### src/rtl/controle_cruzamento.sv
// Two-approach traffic light controller (main A, side B) with a pedestrian phase.
// Green is held until an opposing request is pending; every change passes through yellow and all-red.
module controle_cruzamento #(
  parameter int unsigned T_VERDE_MIN = 8,
  parameter int unsigned T_VERDE_MAX = 20,
  parameter int unsigned T_AMARELO   = 3,
  parameter int unsigned T_VERM      = 2,
  parameter int unsigned T_PED       = 6
) (
  input  logic       clock,
  input  logic       reset,
  input  logic       req_a,
  input  logic       req_b,
  input  logic       botao,
  output logic [1:0] luz_a,
  output logic [1:0] luz_b,
  output logic       walk,
  output logic [2:0] fase
);

  localparam int unsigned TW = 16;

  localparam logic [TW-1:0] TEMPO_SAT = '1;
  localparam logic [TW-1:0] LIM_MIN   = TW'(T_VERDE_MIN - 1);
  localparam logic [TW-1:0] LIM_MAX   = TW'(T_VERDE_MAX - 1);
  localparam logic [TW-1:0] LIM_AMAR  = TW'(T_AMARELO - 1);
  localparam logic [TW-1:0] LIM_VERM  = TW'(T_VERM - 1);
  localparam logic [TW-1:0] LIM_PED   = TW'(T_PED - 1);

  localparam logic [1:0] LUZ_VERDE   = 2'b00;
  localparam logic [1:0] LUZ_AMARELO = 2'b01;
  localparam logic [1:0] LUZ_VERM    = 2'b10;

  typedef enum logic [2:0] {
    VERDE_A = 3'd0,
    AMAR_A  = 3'd1,
    VERM_AB = 3'd2,
    VERDE_B = 3'd3,
    AMAR_B  = 3'd4,
    VERM_BA = 3'd5,
    PED     = 3'd6
  } estado_t;

  estado_t       state_q, state_d;
  logic [TW-1:0] tempo_q, tempo_d;
  logic          pend_a_q, pend_a_d;
  logic          pend_b_q, pend_b_d;
  logic          pend_ped_q, pend_ped_d;
  logic          ultimo_q, ultimo_d;
  logic [1:0]    luz_a_q, luz_a_d;
  logic [1:0]    luz_b_q, luz_b_d;
  logic          walk_q, walk_d;
  logic [2:0]    fase_q, fase_d;
  logic          entry;

  // Next state, dwell counter, request latches and output decode of the next state
  always_comb begin
    state_d    = state_q;
    tempo_d    = tempo_q;
    pend_a_d   = pend_a_q;
    pend_b_d   = pend_b_q;
    pend_ped_d = pend_ped_q;
    ultimo_d   = ultimo_q;
    luz_a_d    = LUZ_VERM;
    luz_b_d    = LUZ_VERM;
    walk_d     = 1'b0;
    fase_d     = 3'd0;
    entry      = 1'b0;

    case (state_q)
      VERDE_A: begin
        if (tempo_q >= LIM_MIN && (pend_b_q || pend_ped_q) &&
            (!req_a || tempo_q >= LIM_MAX)) begin
          state_d = AMAR_A;
        end
      end
      AMAR_A: begin
        if (tempo_q >= LIM_AMAR) state_d = VERM_AB;
      end
      VERM_AB: begin
        if (tempo_q >= LIM_VERM) state_d = pend_ped_q ? PED : VERDE_B;
      end
      VERDE_B: begin
        if (tempo_q >= LIM_MIN && (pend_a_q || pend_ped_q) &&
            (!req_b || tempo_q >= LIM_MAX)) begin
          state_d = AMAR_B;
        end
      end
      AMAR_B: begin
        if (tempo_q >= LIM_AMAR) state_d = VERM_BA;
      end
      VERM_BA: begin
        if (tempo_q >= LIM_VERM) state_d = pend_ped_q ? PED : VERDE_A;
      end
      PED: begin
        // Prefer the approach that did not have the last green, if it is waiting
        if (tempo_q >= LIM_PED) begin
          if (ultimo_q) state_d = pend_a_q ? VERDE_A : VERDE_B;
          else          state_d = pend_b_q ? VERDE_B : VERDE_A;
        end
      end
      default: state_d = VERDE_A;
    endcase

    entry = (state_d != state_q);

    if (entry)                  tempo_d = '0;
    else if (tempo_q != TEMPO_SAT) tempo_d = tempo_q + TW'(1);

    // Clearing on entry wins over a set in the same cycle
    if (entry && state_d == VERDE_A)  pend_a_d = 1'b0;
    else if (req_a && state_q != VERDE_A) pend_a_d = 1'b1;

    if (entry && state_d == VERDE_B)  pend_b_d = 1'b0;
    else if (req_b && state_q != VERDE_B) pend_b_d = 1'b1;

    if (entry && state_d == PED)      pend_ped_d = 1'b0;
    else if (botao && state_q != PED) pend_ped_d = 1'b1;

    if (entry && state_d == VERDE_A) ultimo_d = 1'b0;
    if (entry && state_d == VERDE_B) ultimo_d = 1'b1;

    case (state_d)
      VERDE_A: luz_a_d = LUZ_VERDE;
      AMAR_A:  luz_a_d = LUZ_AMARELO;
      VERDE_B: luz_b_d = LUZ_VERDE;
      AMAR_B:  luz_b_d = LUZ_AMARELO;
      PED:     walk_d  = 1'b1;
      default: ;
    endcase
    fase_d = state_d;
  end

  always_ff @(posedge clock) begin
    if (reset) begin
      state_q    <= VERDE_A;
      tempo_q    <= '0;
      pend_a_q   <= 1'b0;
      pend_b_q   <= 1'b0;
      pend_ped_q <= 1'b0;
      ultimo_q   <= 1'b0;
      luz_a_q    <= LUZ_VERDE;
      luz_b_q    <= LUZ_VERM;
      walk_q     <= 1'b0;
      fase_q     <= 3'd0;
    end else begin
      state_q    <= state_d;
      tempo_q    <= tempo_d;
      pend_a_q   <= pend_a_d;
      pend_b_q   <= pend_b_d;
      pend_ped_q <= pend_ped_d;
      ultimo_q   <= ultimo_d;
      luz_a_q    <= luz_a_d;
      luz_b_q    <= luz_b_d;
      walk_q     <= walk_d;
      fase_q     <= fase_d;
    end
  end

  assign luz_a = luz_a_q;
  assign luz_b = luz_b_q;
  assign walk  = walk_q;
  assign fase  = fase_q;

endmodule

### config.mk
export PLATFORM = sky130hd
export DESIGN_NAME = controle_cruzamento
export DESIGN_NICKNAME = d
export VERILOG_FILES = /design/src/rtl/controle_cruzamento.sv
export SDC_FILE = /design/constraint.sdc
export NUM_CORES = 1
export LEC_CHECK = 0
export ABC_CLOCK_PERIOD_IN_PS = 2700
export BUFFER_PORTS_ARGS = -buffer_cell sky130_fd_sc_hd__buf_2
export CAP_MARGIN = 15
export CORE_ASPECT_RATIO = 1.1
export CORE_UTILIZATION = 30
export CTS_CLUSTER_SIZE = 40
export DETAILED_ROUTE_END_ITERATION = 8
export SETUP_SLACK_MARGIN = 0.3
export SLEW_MARGIN = 0
export SYNTH_ARGS = -nofsm -noshare
export SYNTH_HDL_FRONTEND = slang
export SYNTH_SLANG_ARGS = --single-unit
### constraint.sdc
create_clock -name clock -period 2.7 [get_ports clock]
set_input_delay 0.135 -clock clock [delete_from_list [all_inputs] [get_ports clock]]
set_output_delay 0.135 -clock clock [all_outputs]
set_load 0.03 [all_outputs]
Word-level counts from Yosys, hierarchy flattened --
Index checks and enable logic that the tools add are counted.
Cells by class: multiplexer cells 18, shift-type cells 0, div/mod/pow operators 0, add/sub/neg operators 1, order comparisons 5, multipliers 0, reductions and logical operators 24, bitwise logic cells 0, equal/unequal tests 14
Operators with widths (number):
- 16-bit by 3-bit greater-or-equal comparator with 1-bit output, second input constant | 2
- 3-bit two-way mux | 9
- 3-bit one-hot mux with 7 select lines | 1
- 16-bit by 1-bit adder with 16-bit output, second input constant | 1
- 16-bit by 1-bit greater-or-equal comparator with 1-bit output, second input constant | 1
- 16-bit by 2-bit greater-or-equal comparator with 1-bit output, second input constant | 1
- 16-bit by 5-bit greater-or-equal comparator with 1-bit output, second input constant | 1
- 16-bit != test, second input constant | 1
- 3-bit equality test, second input constant | 5
- 1-bit logical AND | 10
- 3-bit by 2-bit equality test with 1-bit output, second input constant | 3
- 2-bit one-hot mux with 2 select lines | 2
- 2-bit OR reduction | 4
- 3-bit by 1-bit equality test with 1-bit output, second input constant | 2
- 3-bit zero test | 2
- 2-bit two-way mux | 3
- 1-bit logical OR | 4
- 1-bit two-way mux | 3
- 3-bit by 2-bit != test with 1-bit output, second input constant | 1
- 3-bit != test | 1
- 3-bit != test, second input constant | 1
- 3-bit nonzero test | 1
- 1-bit zero test | 2
- 2-bit nonzero test | 1
Storage, ports and cells: output and inout port bits 8, bits in latches 0, memories kept 0, logic and storage cells 71, flip-flop bits (word level) 28, RAM bits 0, bits of input ports 5, memory bits (read-only) 0

Depth between registers and ports, before layout --
depth in word-level cells 9, depth in mapped cells 12, gate-level depth less buffers 10

Worst setup path before layout --
Ideal clock, no wire load.
path kind register to register, from register tempo_q[0], to register tempo_q[0], arrival 2.655 ns, stages on the path, launching flop included 13, slack -0.019 ns, path buffers 2, setup time 0.064 ns, clock period less this slack 2.719 ns, cells stage by stage dfxtp_1 -> inv_1 -> ha_1 -> nor4_1 -> nand4_1 -> mux2_1 -> a311o_1 -> o21ba_1 -> nor4_4 -> nand2b_1 -> buf_6 -> buf_12 -> nor2_4
Between the ends: cells in the longest elaborated chain, start to end 7
Ends and longest elaborated chain:
- start: declaration | RTL line 45 | logic [TW-1:0] tempo_q, tempo_d;
- start signal: assignment | RTL line 148 | tempo_q <= tempo_d;
- 16-bit by 3-bit greater-or-equal comparator with 1-bit output / 16-bit by 5-bit greater-or-equal comparator with 1-bit output (equally long branches)
- 1-bit logical AND, or another cell as far along | RTL line 84 | if (tempo_q >= LIM_MIN && (pend_a_q || pend_ped_q) &&
- 1-bit logical AND, on equally long branches | RTL line 84, 72
- 3-bit two-way mux, on equally long branches | RTL line 84, 72
- 3-bit one-hot mux with 7 select lines | RTL line 70 | case (state_q)
- 3-bit != test | RTL line 105 | entry = (state_d != state_q);
- 2-bit OR reduction (no source line)
Several ways; a longest one is shown, not always the timed one. A chain may end at the register's enable or synchronous reset.

Final worst setup path --
from register tempo_q[0], to register ultimo_q
Between the ends: cells in the longest elaborated chain, start to end 8
Ends and longest elaborated chain:
- 16-bit by 3-bit greater-or-equal comparator with 1-bit output / 16-bit by 5-bit greater-or-equal comparator with 1-bit output (equally long branches)
- 1-bit logical AND, or another cell as far along | RTL line 84
- 1-bit logical AND, on equally long branches | RTL line 84, 72
- 3-bit two-way mux, on equally long branches | RTL line 84, 72
- 3-bit one-hot mux with 7 select lines * | RTL line 70
- 3-bit != test, or another cell as far along | RTL line 105
- 1-bit logical AND, on equally long branches | RTL line 121, 120
- 1-bit two-way mux / 2-bit nonzero test (equally long branches)
- end signal: assignment | RTL line 152 | ultimo_q <= ultimo_d;
- end: declaration | RTL line 49 | logic ultimo_q, ultimo_d;
Mark *: on every way between the ends. The rest lies on a longest branch, timed or not.

==> results_dict.tcl <==
set metrics [dict create \
    grtUsageTotal 0.141 \
    clockBufferDepth 2 \
    synthToLayoutAreaGrowth_pct 37.1 \
    synth.most_common_cell "dfxtp_1" \
    hpwl_um 2740 \
    fin_crit_ps 2720 \
    root_buffer "clkbuf_8" \
    syn_area_per_cell_um2 8.76 \
    layout-drive-gt1-share 0.413 \
    vias_per_cell 5.08 \
    first_pass_iters 4 \
    yosys_warnings 0 \
    ff_latch_area_um2 573 \
    wl_per_cell_um 13.2 \
    dp_slack_ps -19.7 \
    crit_fanout 5 \
    crit_path_start_kind "register" \
    grt_pass1_vias 1437 \
    start_util 0.317 \
    worst_slack_ps -16.0 \
    ys_seq_area_frac 0.321 \
    nNetsFinal 251 \
    htree_levels 1 \
    insertedDiodeCount 0 \
    netlist_area_um2 1740 \
    numCtsBuffers 3 \
    worstMarginPinSlew_ps 523 \
    row_count 28 \
    cts_tree "built" \
    hold_violations 0 \
    yosys_most_used_dff "dfxtp_1" \
    irDropWorstVdd_uv 170 \
    vias 1600 \
    dieArea_um2 6120 \
    fin_crit_sh 1.01 \
    die_y_um 82.0 \
    first_iter_violations 69 \
    finalSetupViolCount 2 \
    async_reset_ff_frac 0 \
    syn-num-nets 209 \
    status "complete, but fails checks" \
    yosys.area.top_type "dfxtp_1" \
    clock.fmax_ghz 0.368 \
    crit_arrival_ps 2880 \
    cp_data_required_time_ps 2870 \
    die_width_um 74.7 \
    grt_overflow 0 \
    fin_skew_ps 7.43 \
    synth_edf_count 0 \
    hold_path.class "input port to register" \
    cp-end-kind "register" \
    routabilityCongestion 0.835 \
    synth_top_area_share 0.321 \
    crit_type "register to register" \
    maxCapViolCount 0 \
    p_leak_nw 0.929 \
    finish.utilization 0.435 \
    rsz0062_at_grt "yes" \
    clk_latency_ps 280 \
    drc 0 \
    io_buffers 12 \
    cts_hold_buf 0 \
    core-area_um2 5500 \
    yosys-top-cells-count "28 x dfxtp_1, 23 x nor2_1, 19 x nand2_1" \
    ys_ff_latch 28 \
    postRouteAntennaNets 0 \
    antenna_found_initial 0 \
    ys_types 48 \
    multi_input_area_um2 1270 \
    violations "negative setup slack" \
    power_density_nw_per_um2 357 \
    clock_sinks 28 \
    relSlewSlack 0.646 \
    slew_viol_final 0 \
    fillers 537 \
    synth.area.top_cells "dfxtp_1 32%, nor2_4 6.5%, nor2_1 4.9%, nor4_4 4.9%, nand2_1 4.1%" \
    drt_wl_total_um 4170 \
    grt_pass1_wl_um 6580 \
    grt_max_degree 16 \
    pin_count 13 \
    cts.clk_slew.worst_paths_ps 100 \
    syn_inst 199 \
]
-- layer usage --
metal,GRT usage,routed length (µm),part of all wire
met5,0,0,0
met1,0.174,1820,0.44
met2,0.236,2130,0.51
met3,0.0270,126,0.030
met4,0.0660,88,0.021
-- logic make-up (layout without fill, tap and decap cells) --
| family | Yosys count | in the layout | synth area share |
|---|---|---|---|
| compound gates | 30 | 30 | 0.114 |
| xor+xnor | 11 | 11 | 0.0552 |
| fa+ha+maj | 5 | 5 | 0.0359 |
| buf+inv | 13 | 54 | 0.0438 |
| flops | 28 | 28 | 0.321 |
| mux | 5 | 5 | 0.0301 |
| simple gates | 107 | 107 | 0.400 |
-- worst max-delay path: stages, from the launching register on --
cell     delay, ps
dfxtp_4        370
inv_2          100
ha_2           210
nor4b_4        230
nand4_1        180
buf_4          190
mux2_4         340
nor4b_4        360
nor4_4         110
buf_4          160
buf_12         120
nor3b_4        170
o21ai_1         70
-- power breakdown --
group          switching (mW)  internal (mW)
clock network           0.131          0.131
logic                  0.0749         0.0873
registers              0.0103          0.420
total                   0.216          0.638
-- area by class of cell --
type / instances / area share
clock buffers: 4 / 0.0230
inverters: 4 / 0.00628
multi-input cells: 158 / 0.530
flip-flops and latches: 28 / 0.240
well taps: 75 / 0.0392
repair buffers: 46 / 0.162
-- sequential cells by signal, summed over array words and instances, names as in the netlist --
signal      cells
pend_a_q        1
tempo_q        16
luz_a           2
pend_b_q        1
walk            1
fase            3
pend_ped_q      1
ultimo_q        1
luz_b           2
-- metrics by stage --
step                      hold WS (ps)  total power, mW  instances  TNS, ps  area [µm²]
after floorplan                    219            0.507        199        0        1770
after global placement             452            0.535        295        0        2010
after detailed placement           460            0.536        295    -19.7        2010
after CTS                          155            0.847        310        0        2250
after global routing               170            0.897        315    -1040        2390
final                              160            0.854        315    -23.2        2390
-- layout by cell type (no fill, tap or decap), types with 6 or more instances in the layout --
cell type and n:
buf_2 12, a21oi_1 8, nand2_1 18, buf_4 26
nand3_1 6, nor3_1 8, nor2_4 11, xor2_1 7
nor2_1 19, dfxtp_1 22
-- path summary, 6_finish.rpt --
kind | slack, ps | endpoint | startpoint | depth (start not counted)
setup / recovery | -20 | ultimo_q$_SDFFE_PP0P_ | tempo_q[0]$_SDFFE_PP0P_ | 12
hold / removal | 160 | pend_ped_q$_SDFFE_PP0P_ | botao | 3
setup reg to reg | -20 | ultimo_q$_SDFFE_PP0P_ | tempo_q[0]$_SDFFE_PP0P_ | 12
hold reg to reg | 550 | ultimo_q$_SDFFE_PP0P_ | ultimo_q$_SDFFE_PP0P_ | 2
-- what timing repair did --
| item | in CTS | in global routing |
|---|---|---|
| cloned | 1 | 0 |
| gates resized for setup | 20 | 20 |
| pin swaps | 14 | 11 |
| buffers inserted | 10 | 5 |
| endpoints found under the setup margin | 23 | 26 |
| hold endpoints to repair | 0 | 0 |
Note: power is estimated with default switching activity, not from simulation.
